$ cat src/rtl/bus_arbiter_rr.sv
// Round-robin bus arbiter with active-low request/lock/grant signalling.
// Optional tenure limit compiled in when BUS_ARB_TENURE_LIMIT_EN is defined:
// an owner under contention is preempted after MAX_HOLD consecutive grant
// cycles unless it holds its lock_ bit low.
module bus_arbiter_rr #(
    parameter  int N_MASTERS = 4,
    parameter  int MAX_HOLD  = 16,
    localparam int OWNER_W   = ($clog2(N_MASTERS) > 1) ? $clog2(N_MASTERS) : 1
) (
    input  logic                 clk,
    input  logic                 reset,
    input  logic [N_MASTERS-1:0] req_,
    input  logic [N_MASTERS-1:0] lock_,
    output logic [N_MASTERS-1:0] grnt_,
    output logic [OWNER_W-1:0]   owner,
    output logic                 busy,
    output logic                 preempt
);

    localparam logic [0:0] IDLE  = 1'b0;
    localparam logic [0:0] GRANT = 1'b1;

    logic [0:0]           state;
    logic [0:0]           state_nx;
    logic [OWNER_W-1:0]   owner_nx;
    logic [N_MASTERS-1:0] grnt_nx;
    logic [N_MASTERS-1:0] req;
    logic                 own_req;
    logic                 new_grant;
    logic                 expire;
    logic                 idle_hit;
    logic                 rot_hit;
    logic [OWNER_W-1:0]   idle_idx;
    logic [OWNER_W-1:0]   rot_idx;

    // Next master index, wrapping at N_MASTERS (N need not be a power of two).
    function automatic logic [OWNER_W-1:0] wrap_inc(input logic [OWNER_W-1:0] i);
        return (i == OWNER_W'(N_MASTERS - 1)) ? '0 : i + OWNER_W'(1);
    endfunction

    // First requester scanning start, start+1, ... modulo N; returns {hit, index}.
    function automatic logic [OWNER_W:0] pick(input logic [N_MASTERS-1:0] r,
                                              input logic [OWNER_W-1:0]   start);
        logic [OWNER_W-1:0] j;
        logic [OWNER_W-1:0] idx;
        logic               hit;
        j   = start;
        idx = start;
        hit = 1'b0;
        for (int k = 0; k < N_MASTERS; k++) begin
            if (!hit && r[j]) begin
                hit = 1'b1;
                idx = j;
            end
            j = wrap_inc(j);
        end
        return {hit, idx};
    endfunction

    assign req     = ~req_;
    assign own_req = req[owner];

`ifdef BUS_ARB_TENURE_LIMIT_EN
    localparam int               CNT_W   = $clog2(MAX_HOLD + 1);
    localparam logic [CNT_W-1:0] CNT_MAX = CNT_W'(MAX_HOLD);

    logic [CNT_W-1:0]     cnt;
    logic [CNT_W-1:0]     cnt_nx;
    logic [N_MASTERS-1:0] own_mask;
    logic                 competitor;

    // Tenure count saturates so a long lock leaves it pinned at MAX_HOLD.
    function automatic logic [CNT_W-1:0] sat_inc(input logic [CNT_W-1:0] c);
        return (c == CNT_MAX) ? c : c + CNT_W'(1);
    endfunction

    // Mask out the owner to see whether anyone else wants the bus.
    always_comb begin
        own_mask        = '0;
        own_mask[owner] = 1'b1;
    end

    assign competitor = |(req & ~own_mask);
    assign expire     = (state == GRANT) && (cnt == CNT_MAX) && lock_[owner] && competitor;

    // Tenure counter: restart on every new grant, clear when the bus goes idle.
    always_comb begin
        cnt_nx = cnt;
        if (state_nx == IDLE)
            cnt_nx = '0;
        else if (new_grant)
            cnt_nx = CNT_W'(1);
        else
            cnt_nx = sat_inc(cnt);
    end

    // Counter and preempt pulse registers.
    always_ff @(posedge clk or posedge reset) begin
        if (reset) begin
            cnt     <= '0;
            preempt <= 1'b0;
        end else begin
            cnt     <= cnt_nx;
            preempt <= expire && own_req;
        end
    end
`else
    logic unused_cfg;

    // Without the tenure limit lock_ and MAX_HOLD have no effect.
    assign expire     = 1'b0;
    assign preempt    = 1'b0;
    assign unused_cfg = ^lock_ ^ (MAX_HOLD > 255);
`endif

    // Arbitration decision: idle scans from owner, rotation scans from owner+1.
    always_comb begin
        state_nx  = state;
        owner_nx  = owner;
        new_grant = 1'b0;
        {idle_hit, idle_idx} = pick(req, owner);
        {rot_hit, rot_idx}   = pick(req, wrap_inc(owner));
        if (state == IDLE) begin
            if (idle_hit) begin
                state_nx  = GRANT;
                owner_nx  = idle_idx;
                new_grant = 1'b1;
            end
        end else if (!own_req || expire) begin
            if (rot_hit) begin
                owner_nx  = rot_idx;
                new_grant = 1'b1;
            end else begin
                state_nx = IDLE;
            end
        end
    end

    // Grant vector follows the next state so it is registered with the decision.
    always_comb begin
        grnt_nx = '1;
        if (state_nx == GRANT)
            grnt_nx[owner_nx] = 1'b0;
    end

    // Arbiter state registers; reset drops any grant immediately.
    always_ff @(posedge clk or posedge reset) begin
        if (reset) begin
            state <= IDLE;
            owner <= '0;
            grnt_ <= '1;
            busy  <= 1'b0;
        end else begin
            state <= state_nx;
            owner <= owner_nx;
            grnt_ <= grnt_nx;
            busy  <= (state_nx == GRANT);
        end
    end

endmodule

$ cat config.mk
export PLATFORM = sky130hd
export DESIGN_NAME = bus_arbiter_rr
export DESIGN_NICKNAME = d
export VERILOG_FILES = /design/src/rtl/bus_arbiter_rr.sv
export SDC_FILE = /design/constraint.sdc
export NUM_CORES = 1
export LEC_CHECK = 0
export ABC_AREA = 1
export BUFFER_PORTS_ARGS = -buffer_cell sky130_fd_sc_hd__clkbuf_2
export CORE_ASPECT_RATIO = 1.1
export CORE_UTILIZATION = 53
export DETAILED_ROUTE_END_ITERATION = 10
export GPL_TIMING_DRIVEN = 0
export PLACE_DENSITY = 0.79
export SLEW_MARGIN = 10
export SYNTH_ARGS = -nofsm -noshare
export SYNTH_HDL_FRONTEND = slang
export SYNTH_SLANG_ARGS = --single-unit
export TNS_END_PERCENT = 10
$ cat constraint.sdc
create_clock -name clk -period 6.35 [get_ports clk]
set_clock_uncertainty 0.2 [all_clocks]
set_input_delay 0.3175 -clock clk [delete_from_list [all_inputs] [get_ports clk]]
set_output_delay 0.3175 -clock clk [all_outputs]
set_load 0.1 [all_outputs]
==> impl_metrics.json <==
{
  "cp-start-kind": "flop",
  "yosysMostFrequentCell": "nand2_1",
  "ys_ff_latch": 7,
  "post-route-period-util_pct": 41.4,
  "synthTopCellsByCount": "62 x nand2_1, 20 x nand3_1, 12 x inv_1",
  "multi_input_area_um2": 503,
  "synth_edf_count": 0,
  "drive_gt1_share_pct": 23.7,
  "ys_warn_count": 0,
  "max_slew_margin_pct": 63.7,
  "tightest_slew_ps": 546,
  "core.rowCount": 14,
  "stdcell_area_um2": 895,
  "antenna_cells": 0,
  "synth_area_leaders": "nand2_1 30%, dfstp_2 14%, nand3_1 13%",
  "r2r-start": "owner[0]",
  "dieArea_mm2": 0.00163,
  "synth_area_um2": 778,
  "drc_errors": 0,
  "max_cap_violations": 0,
  "min_path_type": "in2async",
  "seq_area_frac_synth_pct": 23.2,
  "area_delta_synth_final_pct": 15.0,
  "yosys.area.top_type": "nand2_1",
  "fin_nets": 168,
  "cts_sinks": 7,
  "io_buffers": 12,
  "cp_common_cell": "nand2_1",
  "slew_viol_final": 0,
  "synth_top_area_share_pct": 29.9,
  "grt_pass1_wl_um": 2870,
  "post-cts-setup-buffers": 0,
  "cp.required_ps": 6320,
  "dpl-instance-area_um2": 858,
  "status": "completed",
  "initial_core_util_pct": 57.0,
  "antenna_found_initial": 0,
  "dpl.hpwl_um": 1470,
  "first_pass_iters": 4,
  "synth_ff_type": "dfstp_2",
  "avgSynthCellArea_um2": 5.60,
  "slowest_delay_ps": 480,
  "yosysUniqueCellTypes": 21,
  "via_per_inst": 5.10,
  "die_y_um": 42.2,
  "vias": 878,
  "critPathBufInv": 3,
  "clk_latency_ps": 240,
  "r2r-end": "grnt_[3]",
  "cts_root_buffer": "clkbuf_4",
  "cts_made_buffers": 3,
  "ant_nets": 0,
  "drt-total-wl_um": 1830,
  "grt-ovfl-total": 0,
  "rsz0062_at_grt": "no",
  "cp-end-kind": "flop",
  "path_max_fanout": 9,
  "fmax_mhz": 381,
  "clkTransAtPathRegs_ps": 50,
  "cts_tree": "yes",
  "crit_path_cell_trace": "ha_1 -> buf_2 -> inv_2 -> nand2_1 -> nand2_1 -> o21ai_1 -> inv_1 -> nor2_1 -> nand2_1 -> nand3_1 -> nand2_1 -> a21oi_1 -> nand2_1",
  "fin_tns_setup_ps": 0,
  "htree_num_levels": 1,
  "synthesis.instances": 139,
  "fp.dieW_um": 38.5,
  "r2r_cells": 13,
  "syn_nets": 150,
  "grt_max_degree": 11,
  "grt_use_total_pct": 24.6,
  "core-area_mm2": 0.00137,
  "nFillCells": 133,
  "cts.path.max_buffers": 2,
  "seq_area_um2": 180,
  "finalHoldViolCount": 0,
  "async_flop_share_pct": 100,
  "arrival_ps": 2600,
  "drt_iter0_markers": 23,
  "setup_viol": 0,
  "reg2reg_setup_slack_ps": 3720,
  "gp_congestion": 0.834,
  "cp_top_family": "simple AND/OR/NAND/NOR gates",
  "period_needed_ps": 2630,
  "ios": 18,
  "path_class": "reg2reg",
  "grt_pass1_vias": 721,
  "wl_per_cell_um": 10.6,
  "crit_slowest_cell": "dfrtp_1"
}
-- through the flow --
| stage | utilization [%] | cells | setup WS [ps] | hold slack, ps |
|---|---|---|---|---|
| after detailed placement | 62.8 | 167 | 3790 | 26.3 |
| after CTS | 65.5 | 172 | 3770 | 310 |
| after global routing | 65.5 | 172 | 3550 | 341 |
| after floorplan | - | 139 | 3420 | -82.0 |
| after global placement | 62.8 | 167 | 3800 | 23.5 |
| final | 65.5 | 172 | 3720 | 323 |
-- worst min-delay path: stages --
cell	delay (ps)
dlygate4sd3_1	540
clkbuf_2	100
inv_1	190
-- worst max path at each step --
stage	start	to	slack, ps	cells past startpoint
2_1_floorplan	owner[0]	grnt_[3]	3420	14
3_3_place_gp	owner[0]	grnt_[2]	3800	13
3_5_place_dp	owner[0]	grnt_[2]	3790	14
4_1_cts	owner[0]	grnt_[2]	3770	14
5_1_grt	owner[0]	grnt_[1]	3550	14
6_report	owner[0]	grnt_[3]	3720	13
-- cell type report --
type | count | area share [%]
Multi-Input combinational cell | 111 | 56.2
Sequential cell | 7 | 20.1
Timing Repair Buffer | 13 | 7.83
Inverter | 17 | 7.13
Buffer | 4 | 3.50
Clock buffer | 4 | 2.94
Tap cell | 16 | 2.24
-- repair_timing --
action | CTS | global route
resized for setup | 0 | 0
hold endpoints to repair | 7 | 0
hold buffers | 1 | 0
-- registers in the layout, summed over array words and instances (netlist names) --
signal and flops:
grnt_ 4, owner 2, state 1
-- logic make-up after synthesis --
kind of cell	synth area share, %
AND/OR/NAND/NOR	54.3
buffers and inverters	12.2
AO/OA/AOI/OAI	8.20
flip-flops	23.2
adder cells (fa/ha/maj)	1.61
other	0.482
-- layer usage --
layer | routed length [um] | share of wire (%) | GRT usage, % | up-vias
li1 | - | - | - | 467
met1 | 827 | 45 | 29.5 | 401
met2 | 975 | 53 | 42.0 | 10
met3 | 26 | 1.4 | 3.19 | 0
met4 | 0 | 0 | 10.3 | 0
met5 | 0 | 0 | 0 | -
-- cell usage in the layout (no fill, tap or decap), types with 2 or more instances in the layout --
cell type	count
clkbuf_4	3
dfstp_2	4
dfrtp_1	3
inv_1	12
inv_2	5
nand2_1	62
buf_4	2
nand2_2	4
nor2_2	3
o21ai_1	3
nand3_1	20
a21oi_1	2
clkbuf_2	12
nor2_1	8
o21ai_0	3
Power is left out: the tool's default activity adds up to more than one toggle a clock period on the data nets, which glitch-free logic cannot reach.
